### src/rtl/shift_seq_ctrl_pkg.sv
// Shared types and default sizes for the shift-register sequencing controller.
// FSM state encoding, default parameters and a counter-width helper.
package shift_seq_ctrl_pkg;

    localparam int SSC_WIDTH = 16;
    localparam int SSC_DIV_W = 24;

    typedef enum logic [1:0] {
        IDLE = 2'd0,
        LOAD = 2'd1,
        RUN  = 2'd2,
        DONE = 2'd3
    } state_e;

    // shift_cnt must be able to hold WIDTH itself, not just WIDTH-1
    function automatic int cnt_w(input int width);
        return $clog2(width) + 1;
    endfunction

endpackage

### src/rtl/shift_seq_ctrl_if.sv
// Control/status bundle between a sequencer user (master) and shift_seq_ctrl (slave).
interface shift_seq_ctrl_if
    import shift_seq_ctrl_pkg::*;
#(
    parameter int WIDTH = SSC_WIDTH,
    parameter int DIV_W = SSC_DIV_W
) ();

    logic                      start;
    logic                      step_btn;
    logic                      mode;
    logic [DIV_W-1:0]          rate;
    logic                      ld;
    logic                      step;
    logic                      busy;
    logic                      done;
    logic [cnt_w(WIDTH)-1:0]   shift_cnt;

    modport master (
        output start, step_btn, mode, rate,
        input  ld, step, busy, done, shift_cnt
    );

    modport slave (
        input  start, step_btn, mode, rate,
        output ld, step, busy, done, shift_cnt
    );

endinterface

### src/rtl/shift_seq_ctrl_tick_gen.sv
// Auto-step prescaler: counts 0..period-1 and flags the terminal count.
// A period of 0 behaves as 1, i.e. tick on every cycle.
module tick_gen #(
    parameter int DIV_W = 24
) (
    input  logic             clk,
    input  logic             rst,
    input  logic             clr,
    input  logic [DIV_W-1:0] period,
    output logic             tick
);

    logic [DIV_W-1:0] cnt_q, cnt_d;
    logic [DIV_W-1:0] last;

    always_comb begin
        last  = (period == '0) ? '0 : period - 1'b1;
        // >= so that lowering the period mid-count cannot cause a long wrap
        tick  = (cnt_q >= last);
        cnt_d = (clr || tick) ? '0 : cnt_q + 1'b1;
    end

    always_ff @(posedge clk or posedge rst) begin
        if (rst) begin
            cnt_q <= '0;
        end else begin
            cnt_q <= cnt_d;
        end
    end

endmodule

### src/rtl/shift_seq_ctrl.sv
// Run sequencer for a WIDTH-bit shift register: load strobe, then WIDTH step
// strobes from either a manual button or an internal prescaler, then done.
module shift_seq_ctrl
    import shift_seq_ctrl_pkg::*;
#(
    parameter int WIDTH = SSC_WIDTH,
    parameter int DIV_W = SSC_DIV_W
) (
    input  logic                clk,
    input  logic                rst,
    shift_seq_ctrl_if.slave     bus
);

    localparam int CW = cnt_w(WIDTH);
    localparam logic [CW-1:0] FULL = CW'(WIDTH);

    state_e          state_q, state_d;
    logic            start_prev_q, btn_prev_q, mode_q;
    logic            ld_q, ld_d;
    logic            step_q, step_d;
    logic            busy_q, busy_d;
    logic            done_q, done_d;
    logic [CW-1:0]   cnt_q, cnt_d;

    logic            start_edge, btn_edge, mode_chg;
    logic            tick, tick_clr, fire;

    assign start_edge = bus.start & ~start_prev_q;
    assign btn_edge   = bus.step_btn & ~btn_prev_q;
    assign mode_chg   = bus.mode ^ mode_q;

    // Prescaler only runs in auto RUN; a mode flip restarts it from zero
    assign tick_clr = (state_q != RUN) || mode_chg || !mode_q;
    assign fire     = !mode_chg && (mode_q ? tick : btn_edge);

    tick_gen #(.DIV_W(DIV_W)) u_tick_gen (
        .clk    (clk),
        .rst    (rst),
        .clr    (tick_clr),
        .period (bus.rate),
        .tick   (tick)
    );

    always_comb begin
        state_d = state_q;
        cnt_d   = cnt_q;
        step_d  = 1'b0;
        case (state_q)
            IDLE: if (start_edge) state_d = LOAD;
            LOAD: state_d = RUN;
            RUN: begin
                if (start_edge) begin
                    state_d = LOAD;
                end else if (cnt_q == FULL) begin
                    state_d = DONE;
                end else if (fire) begin
                    step_d = 1'b1;
                    cnt_d  = cnt_q + 1'b1;
                end
            end
            DONE: state_d = start_edge ? LOAD : IDLE;
            default: state_d = IDLE;
        endcase
        if (state_d == LOAD) cnt_d = '0;
        // Strobes are decoded from the next state so they line up with state_q
        ld_d   = (state_d == LOAD);
        busy_d = (state_d == LOAD) || (state_d == RUN);
        done_d = (state_d == DONE);
    end

    always_ff @(posedge clk or posedge rst) begin
        if (rst) begin
            state_q      <= IDLE;
            start_prev_q <= 1'b1;
            btn_prev_q   <= 1'b1;
            mode_q       <= 1'b0;
            ld_q         <= 1'b0;
            step_q       <= 1'b0;
            busy_q       <= 1'b0;
            done_q       <= 1'b0;
            cnt_q        <= '0;
        end else begin
            state_q      <= state_d;
            start_prev_q <= bus.start;
            btn_prev_q   <= bus.step_btn;
            mode_q       <= bus.mode;
            ld_q         <= ld_d;
            step_q       <= step_d;
            busy_q       <= busy_d;
            done_q       <= done_d;
            cnt_q        <= cnt_d;
        end
    end

    assign bus.ld        = ld_q;
    assign bus.step      = step_q;
    assign bus.busy      = busy_q;
    assign bus.done      = done_q;
    assign bus.shift_cnt = cnt_q;

endmodule

### src/flat_wrapper.sv
// flat-port wrapper written by rule: the top's interface ports become plain ports
module shift_seq_ctrl_flat import shift_seq_ctrl_pkg::*;
#(
    parameter int WIDTH = SSC_WIDTH,
    parameter int DIV_W = SSC_DIV_W
)
  (clk, rst, bus_start, bus_step_btn, bus_mode, bus_rate, bus_ld, bus_step, bus_busy, bus_done, bus_shift_cnt);
  shift_seq_ctrl_if #(.WIDTH(WIDTH), .DIV_W(DIV_W)) bus_i ();
  input  logic clk;
  input  logic rst;
  input wire logic [$bits(bus_i.start)-1:0] bus_start;
  input wire logic [$bits(bus_i.step_btn)-1:0] bus_step_btn;
  input wire logic [$bits(bus_i.mode)-1:0] bus_mode;
  input wire logic [$bits(bus_i.rate)-1:0] bus_rate;
  output wire logic [$bits(bus_i.ld)-1:0] bus_ld;
  output wire logic [$bits(bus_i.step)-1:0] bus_step;
  output wire logic [$bits(bus_i.busy)-1:0] bus_busy;
  output wire logic [$bits(bus_i.done)-1:0] bus_done;
  output wire logic [$bits(bus_i.shift_cnt)-1:0] bus_shift_cnt;
  assign bus_i.start = bus_start;
  assign bus_i.step_btn = bus_step_btn;
  assign bus_i.mode = bus_mode;
  assign bus_i.rate = bus_rate;
  assign bus_ld = bus_i.ld;
  assign bus_step = bus_i.step;
  assign bus_busy = bus_i.busy;
  assign bus_done = bus_i.done;
  assign bus_shift_cnt = bus_i.shift_cnt;
  shift_seq_ctrl #(.WIDTH(WIDTH), .DIV_W(DIV_W)) u_core (.clk(clk), .rst(rst), .bus(bus_i));
endmodule
### config.mk
export PLATFORM = sky130hd
export DESIGN_NAME = shift_seq_ctrl_flat
export DESIGN_NICKNAME = d
export VERILOG_FILES = /design/src/rtl/shift_seq_ctrl_pkg.sv /design/src/rtl/shift_seq_ctrl_if.sv /design/src/rtl/shift_seq_ctrl_tick_gen.sv /design/src/rtl/shift_seq_ctrl.sv /design/src/flat_wrapper.sv
export SDC_FILE = /design/constraint.sdc
export NUM_CORES = 1
export LEC_CHECK = 0
export CAP_MARGIN = 0
export CORE_MARGIN = 2
export CORE_UTILIZATION = 56
export DETAILED_ROUTE_END_ITERATION = 8
export PLACE_DENSITY = 0.92
export RECOVER_POWER = 25
export SLEW_MARGIN = 20
export SYNTH_ARGS = -nofsm -noshare
export SYNTH_HDL_FRONTEND = slang
export SYNTH_SLANG_ARGS = --single-unit
### constraint.sdc
create_clock -name clk -period 3 [get_ports clk]
set_input_delay 0.45 -clock clk [delete_from_list [all_inputs] [get_ports clk]]
set_output_delay 0.45 -clock clk [all_outputs]
set_load 0.02 [all_outputs]
After elaboration in Yosys (flattened, before gate mapping)
Cells that the tools add are included.
W data, S select, Z words.
{"block": "word_totals", "ff_bits": 38, "word_cells": 58, "inputBits": 29, "out_inout_bits": 9}
{"block": "classes", "eq_ne": 10, "add_sub_neg": 3, "reduce_logical": 12, "n_mux": 17, "bitwise": 5, "magnitude_cmp": 1}
{"op": "$mux W24", "n": 2}
{"op": "$mux W5", "n": 5}
{"op": "$add A24 B1 Y24 const B", "n": 1}
{"op": "$ge A24 B24 Y1", "n": 1}
{"op": "$logic_not A24 Y1", "n": 1}
{"op": "$sub A24 B1 Y24 const B", "n": 1}
{"op": "$eq A2 B2 Y1 const B", "n": 4}
{"op": "$pmux W2 S4", "n": 1}
{"op": "$mux W1", "n": 6}
{"op": "$mux W2", "n": 3}
{"op": "$add A5 B1 Y5 const B", "n": 1}
{"op": "$eq A5 B5 Y1 const B", "n": 1}
{"op": "$eq A2 B1 Y1 const B", "n": 2}
{"op": "$logic_or A1 B1 Y1", "n": 4}
{"op": "$ne A2 B1 Y1 const B", "n": 2}
{"op": "$reduce_and A4 Y1", "n": 1}
{"op": "$reduce_bool A2 Y1", "n": 2}
{"op": "$and A1 B1 Y1", "n": 2}
{"op": "$logic_not A1 Y1", "n": 2}
{"op": "$logic_not A2 Y1", "n": 1}
{"op": "$ne A2 B2 Y1 const B", "n": 1}
{"op": "$not A1 Y1", "n": 2}
{"op": "$logic_and A1 B1 Y1", "n": 1}
{"op": "$xor A1 B1 Y1", "n": 1}

Depth between registers and ports, before layout
{"block": "depth", "word_depth": 10, "mapped_depth": 16, "mapped_depth_nobuf": 13}

Hierarchy
Synthesis repeated with hierarchy kept, for this count alone.
{"block": "hier_totals", "cells_unflattened": 321, "area_unflattened_um2": 2921.6}
{"module": "tick_gen", "seq_area_each_um2": 600.6, "cells_per_inst": 263, "instances": 1, "area_per_inst_um2": 2244.7}
{"module": "shift_seq_ctrl", "seq_area_each_um2": 352.8, "cells_per_inst": 58, "instances": 1, "area_per_inst_um2": 676.9}

Worst setup path before layout
No wires, ideal clock.
{"block": "synth_path", "kind": "in2reg", "from": "input port bus_rate[11]", "to": "register u_core.cnt_q[0] (netlist: u_core.bus.shift_cnt[0])", "t_arrival_ns": 4.388, "path_slack_ns": -1.513, "t_required_ns": 2.875, "stages": 14, "setup_ns": 0.125, "path_cell_list": "or4_4 > or3_4 > or4_4 > buf_6 > or4_4 > buf_6 > and2_1 > ha_1 > nand2b_1 > a211oi_1 > or3_1 > a211o_1 > a21boi_0 > mux2_2"}
{"block": "synth_between", "elab_chain_len": 7}
{"item": "start, declared", "line_no": "flat_wrapper.sv:14", "source": "input wire logic [$bits(bus_i.rate)-1:0] bus_rate;"}
{"item": "$sub A24 B1 Y24 / $logic_not A24 Y1 (equally long branches)", "line_no": "shift_seq_ctrl_tick_gen.sv:17", "source": "last = (period == '0) ? '0 : period - 1'b1;"}
{"item": "$mux W24 *", "line_no": "shift_seq_ctrl_tick_gen.sv:17"}
{"item": "$ge A24 B24 Y1 *", "line_no": "shift_seq_ctrl_tick_gen.sv:19", "source": "tick = (cnt_q >= last);"}
{"item": "$mux W1 *", "line_no": "shift_seq_ctrl.sv:34", "source": "assign fire = !mode_chg && (mode_q ? tick : btn_edge);"}
{"item": "$logic_and A1 B1 Y1 *", "line_no": "shift_seq_ctrl.sv:34"}
{"item": "$reduce_bool A2 Y1 (no line) *"}
{"item": "$reduce_and A4 Y1 (no line) *"}
{"item": "end signal, assigned", "line_no": "shift_seq_ctrl.sv:91", "source": "cnt_q <= cnt_d;"}
{"item": "end, declared", "line_no": "shift_seq_ctrl.sv:23", "source": "logic [CW-1:0] cnt_q, cnt_d;"}
Every way passes the cells marked *; elsewhere a longest branch is shown, timed or not.
A chain may end at the register's enable or synchronous reset.

Final worst setup path
{"block": "layout_path", "from": "input port bus_rate[9]", "to": "register u_core.cnt_q[0] (netlist: u_core.bus.shift_cnt[0])"}
The elaborated chain is that of the path after synthesis.

==> results.yml <==
run_status:
  status: "finished with violations"
  violations: "capacitance limit, slew limit, setup timing"
sta:
  finClkSkew_ns: 0.003791
  fmaxAchievable_mhz: 244.3
  tns_ns: -30.17
  worst_slew_pin_slew_ns: 1.913
  rsz0062_at_grt: "yes"
  slew-limit-headroom_pct: -27.52
  period_minus_slack_ns: 4.093
  hold_viol_final: 0
  drv_slew: 39
  min_period_over_period_pct: 136.4
  setup_slack_ns: -1.093
  worst_hold_slack_ns: 0.5262
  finalSetupViolCount: 30
final_layout:
  diodes: 0
  nFillCells: 277
  fin_nets: 478
  final_cell_mix: "50 x buf_4, 44 x nor2_1, 39 x nand2_1, 36 x dfrtp_1, 30 x xor2_1"
  area_delta_synth_final_pct: 40.42
  fin_area_sq_um: 3978
  final_core_util_pct: 83.11
  top_register: "u_core.u_tick_gen.cnt_q"
  largest_register_ffs: 24
  drive_gt1_share_pct: 26.25
  layout_commonest_cell: "buf_4"
drt:
  dr.pass1.iters: 4
  drtIter0Drc: 102
  wl_per_cell_um: 16.34
  drcViolationCount: 0
  viasPerCell: 5.726
  routed-via-count: 2783
  drt_wl_total_um: 7941
  antenna_left: 0
critical_path:
  cp-end-kind: "register"
  rrSetupSlack_ns: 0.65
  cp_data_arrival_time_ns: 4.27
  reg2reg_to: "u_core.bus.shift_cnt[2]"
  crit_path_start_kind: "input port"
  timing.rr.start: "u_core.bus.shift_cnt[0]"
  cp.required_ns: 3.18
  rr_worst_depth: 8
  cp_max_fo: 6
  worstSetupPathType: "in2reg"
clock_tree:
  clock_path_buffers: 2
  cts_root_buf: "clkbuf_8"
  clkTransAtPathRegs_ns: 0.07
  cts_tree: "done"
  clk_latency_ns: 0.29
  clock_sinks: 38
  cts_buffers: 5
  h-tree-depth: 2
global_routing:
  overflow: 0
  antenna_found_initial: 0
  grt_usage_pct: 28.58
  grt_pass1_vias: 2913
  grt_start_max_net_pins: 39
  grt_pass1_wl_um: 12260
floorplan:
  ioPinCount: 38
  row_count: 25
  floorplan.initialDensity_pct: 59.19
  core_sq_um: 4786
  dieArea_sq_um: 5643
  die_x_um: 75.12
  dieHeight_um: 75.12
placed_design:
  preCtsSetupSlack_ns: -1.692
  dpl.hpwl_um: 5546
  io_buffers: 37
  gp_congestion: 0.8733
  dpl_cell_area_sq_um: 3643
logic_synthesis:
  ys_async_sr_fraction_pct: 100.0
  syn_inst: 324
  syn_nets: 384
  synth_flop_cell: "dfrtp_1"
  synthDistinctLibCells: 42
  synth_edf_count: 0
  seq_area_frac_synth_pct: 33.66
  ys.warnings.count: 0
  syn_area_per_cell_sq_um: 8.743
  ys_ff_latch: 38
  synthesis.area_sq_um: 2833
worst_hold_path:
  min_path_cells: 1
  hold_end: "u_core.u_tick_gen.cnt_q[0]"
  hold_class: "reg2reg"
  worstHoldStart: "u_core.u_tick_gen.cnt_q[0]"
power_and_ir_drop:
  peakVddDrop_v: 0.0004722
  power_leakage_nw: 1.785
  p_per_area_nw_per_um2: 329.0
run:
  drv_cap: 1
==> cells by family (layout without fill, tap and decap cells) <==
group / count (synthesis) / count (layout) / share of synthesized area, %
AO/OA/AOI/OAI: 29 / 29 / 6.272
adder cells (fa/ha/maj): 31 / 31 / 13.69
flip-flops: 38 / 38 / 33.66
buffers and inverters: 19 / 114 / 3.313
multiplexers: 7 / 7 / 2.694
XOR/XNOR: 42 / 42 / 12.99
AND/OR/NAND/NOR: 158 / 158 / 27.39
==> area by class of cell <==
cell class                      count  area [sq um]  share of cell area [%]
Multi-Input combinational cell    267          1984                   49.89
Sequential cell                    38         953.4                   23.97
Timing Repair Buffer               93         812.0                   20.42
Tap cell                           67         83.83                   2.108
Clock buffer                        6         82.58                   2.076
Inverter                           13         48.80                   1.227
Clock inverter                      2         12.51                  0.3146
==> worst max-delay path, stage by stage <==
cell	delay, ns
buf_6	0.09
or4_4	0.53
or3_4	0.35
or4_4	0.45
buf_6	0.16
nor2_1	0.19
buf_4	0.17
xor2_1	0.20
nand2_1	0.13
ha_1	0.31
a21o_1	0.12
nand3_1	0.08
a21oi_1	0.20
a211oi_2	0.07
buf_4	0.16
buf_6	0.12
a21boi_4	0.16
mux2_4	0.31
==> timing repair <==
item | in CTS | in global routing
hold buffers | 0 | 0
gates resized for setup | 34 | 21
pin swaps | 16 | 13
buffers inserted | 3 | 2
setup endpoints to repair | 30 | 30
==> routing by layer <==
layer / track usage (%) / routed length [um] / vias to the layer above
met5: 0 / 0 / -
met4: 15.28 / 287 / 0
met3: 4.953 / 436 / 36
met2: 52.63 / 4180 / 116
met1: 30.94 / 3037 / 1326
li1: - / - / 1305
==> power breakdown <==
group	switching, mW	leakage (nW)	internal, mW
Combinational	0.182	1.22	0.189
Sequential	0.0270	0.515	0.546
Clock	0.180	0.0472	0.185
==> synth_stat cells, types with 2 or more instances <==
master | instances | share of area, %
or4_4 | 3 | 1.2
a21boi_0 | 2 | 0.53
nand4b_1 | 2 | 0.62
clkbuf_1 | 2 | 0.27
dfrtp_1 | 36 | 32
and2_1 | 2 | 0.44
nor2_1 | 47 | 6.2
and3_1 | 4 | 0.88
mux2i_1 | 2 | 0.71
nand2_1 | 41 | 5.4
nand3_1 | 12 | 2.1
xnor2_1 | 12 | 3.7
xor2_1 | 30 | 9.3
mux2_2 | 5 | 2.0
nor3_1 | 11 | 1.9
or3_1 | 3 | 0.66
a21o_1 | 2 | 0.53
nand4_1 | 11 | 2.4
a211oi_1 | 3 | 0.79
o21ai_0 | 4 | 0.71
nor2b_1 | 4 | 0.88
nor4_1 | 5 | 1.1
dfstp_2 | 2 | 1.9
a21oi_1 | 13 | 2.3
buf_6 | 3 | 1.2
ha_1 | 31 | 14
inv_1 | 13 | 1.7
nand2b_1 | 5 | 1.1
==> through the flow <==
stage,std cells,power (mW)
2_1_floorplan,324,0.7464
3_3_place_gp,473,0.9042
3_5_place_dp,473,0.9234
4_1_cts,484,1.303
5_1_grt,486,1.369
6_report,486,1.309
==> how the worst max path moves through the flow <==
stage,start,endpoint,depth (start not counted),slack [ns]
detailed placement,bus_rate[11],u_core.bus.shift_cnt[3],13,-1.69
CTS,bus_rate[8],u_core.bus.shift_cnt[0],13,-1.06
finish,bus_rate[9],u_core.bus.shift_cnt[0],18,-1.09
global placement,bus_rate[11],u_core.bus.shift_cnt[4],13,-1.60
floorplan,bus_rate[11],u_core.bus.shift_cnt[0],14,-1.34
global route,bus_rate[11],u_core.bus.shift_cnt[0],18,-1.16
Note: power is estimated with default switching activity, not from simulation.
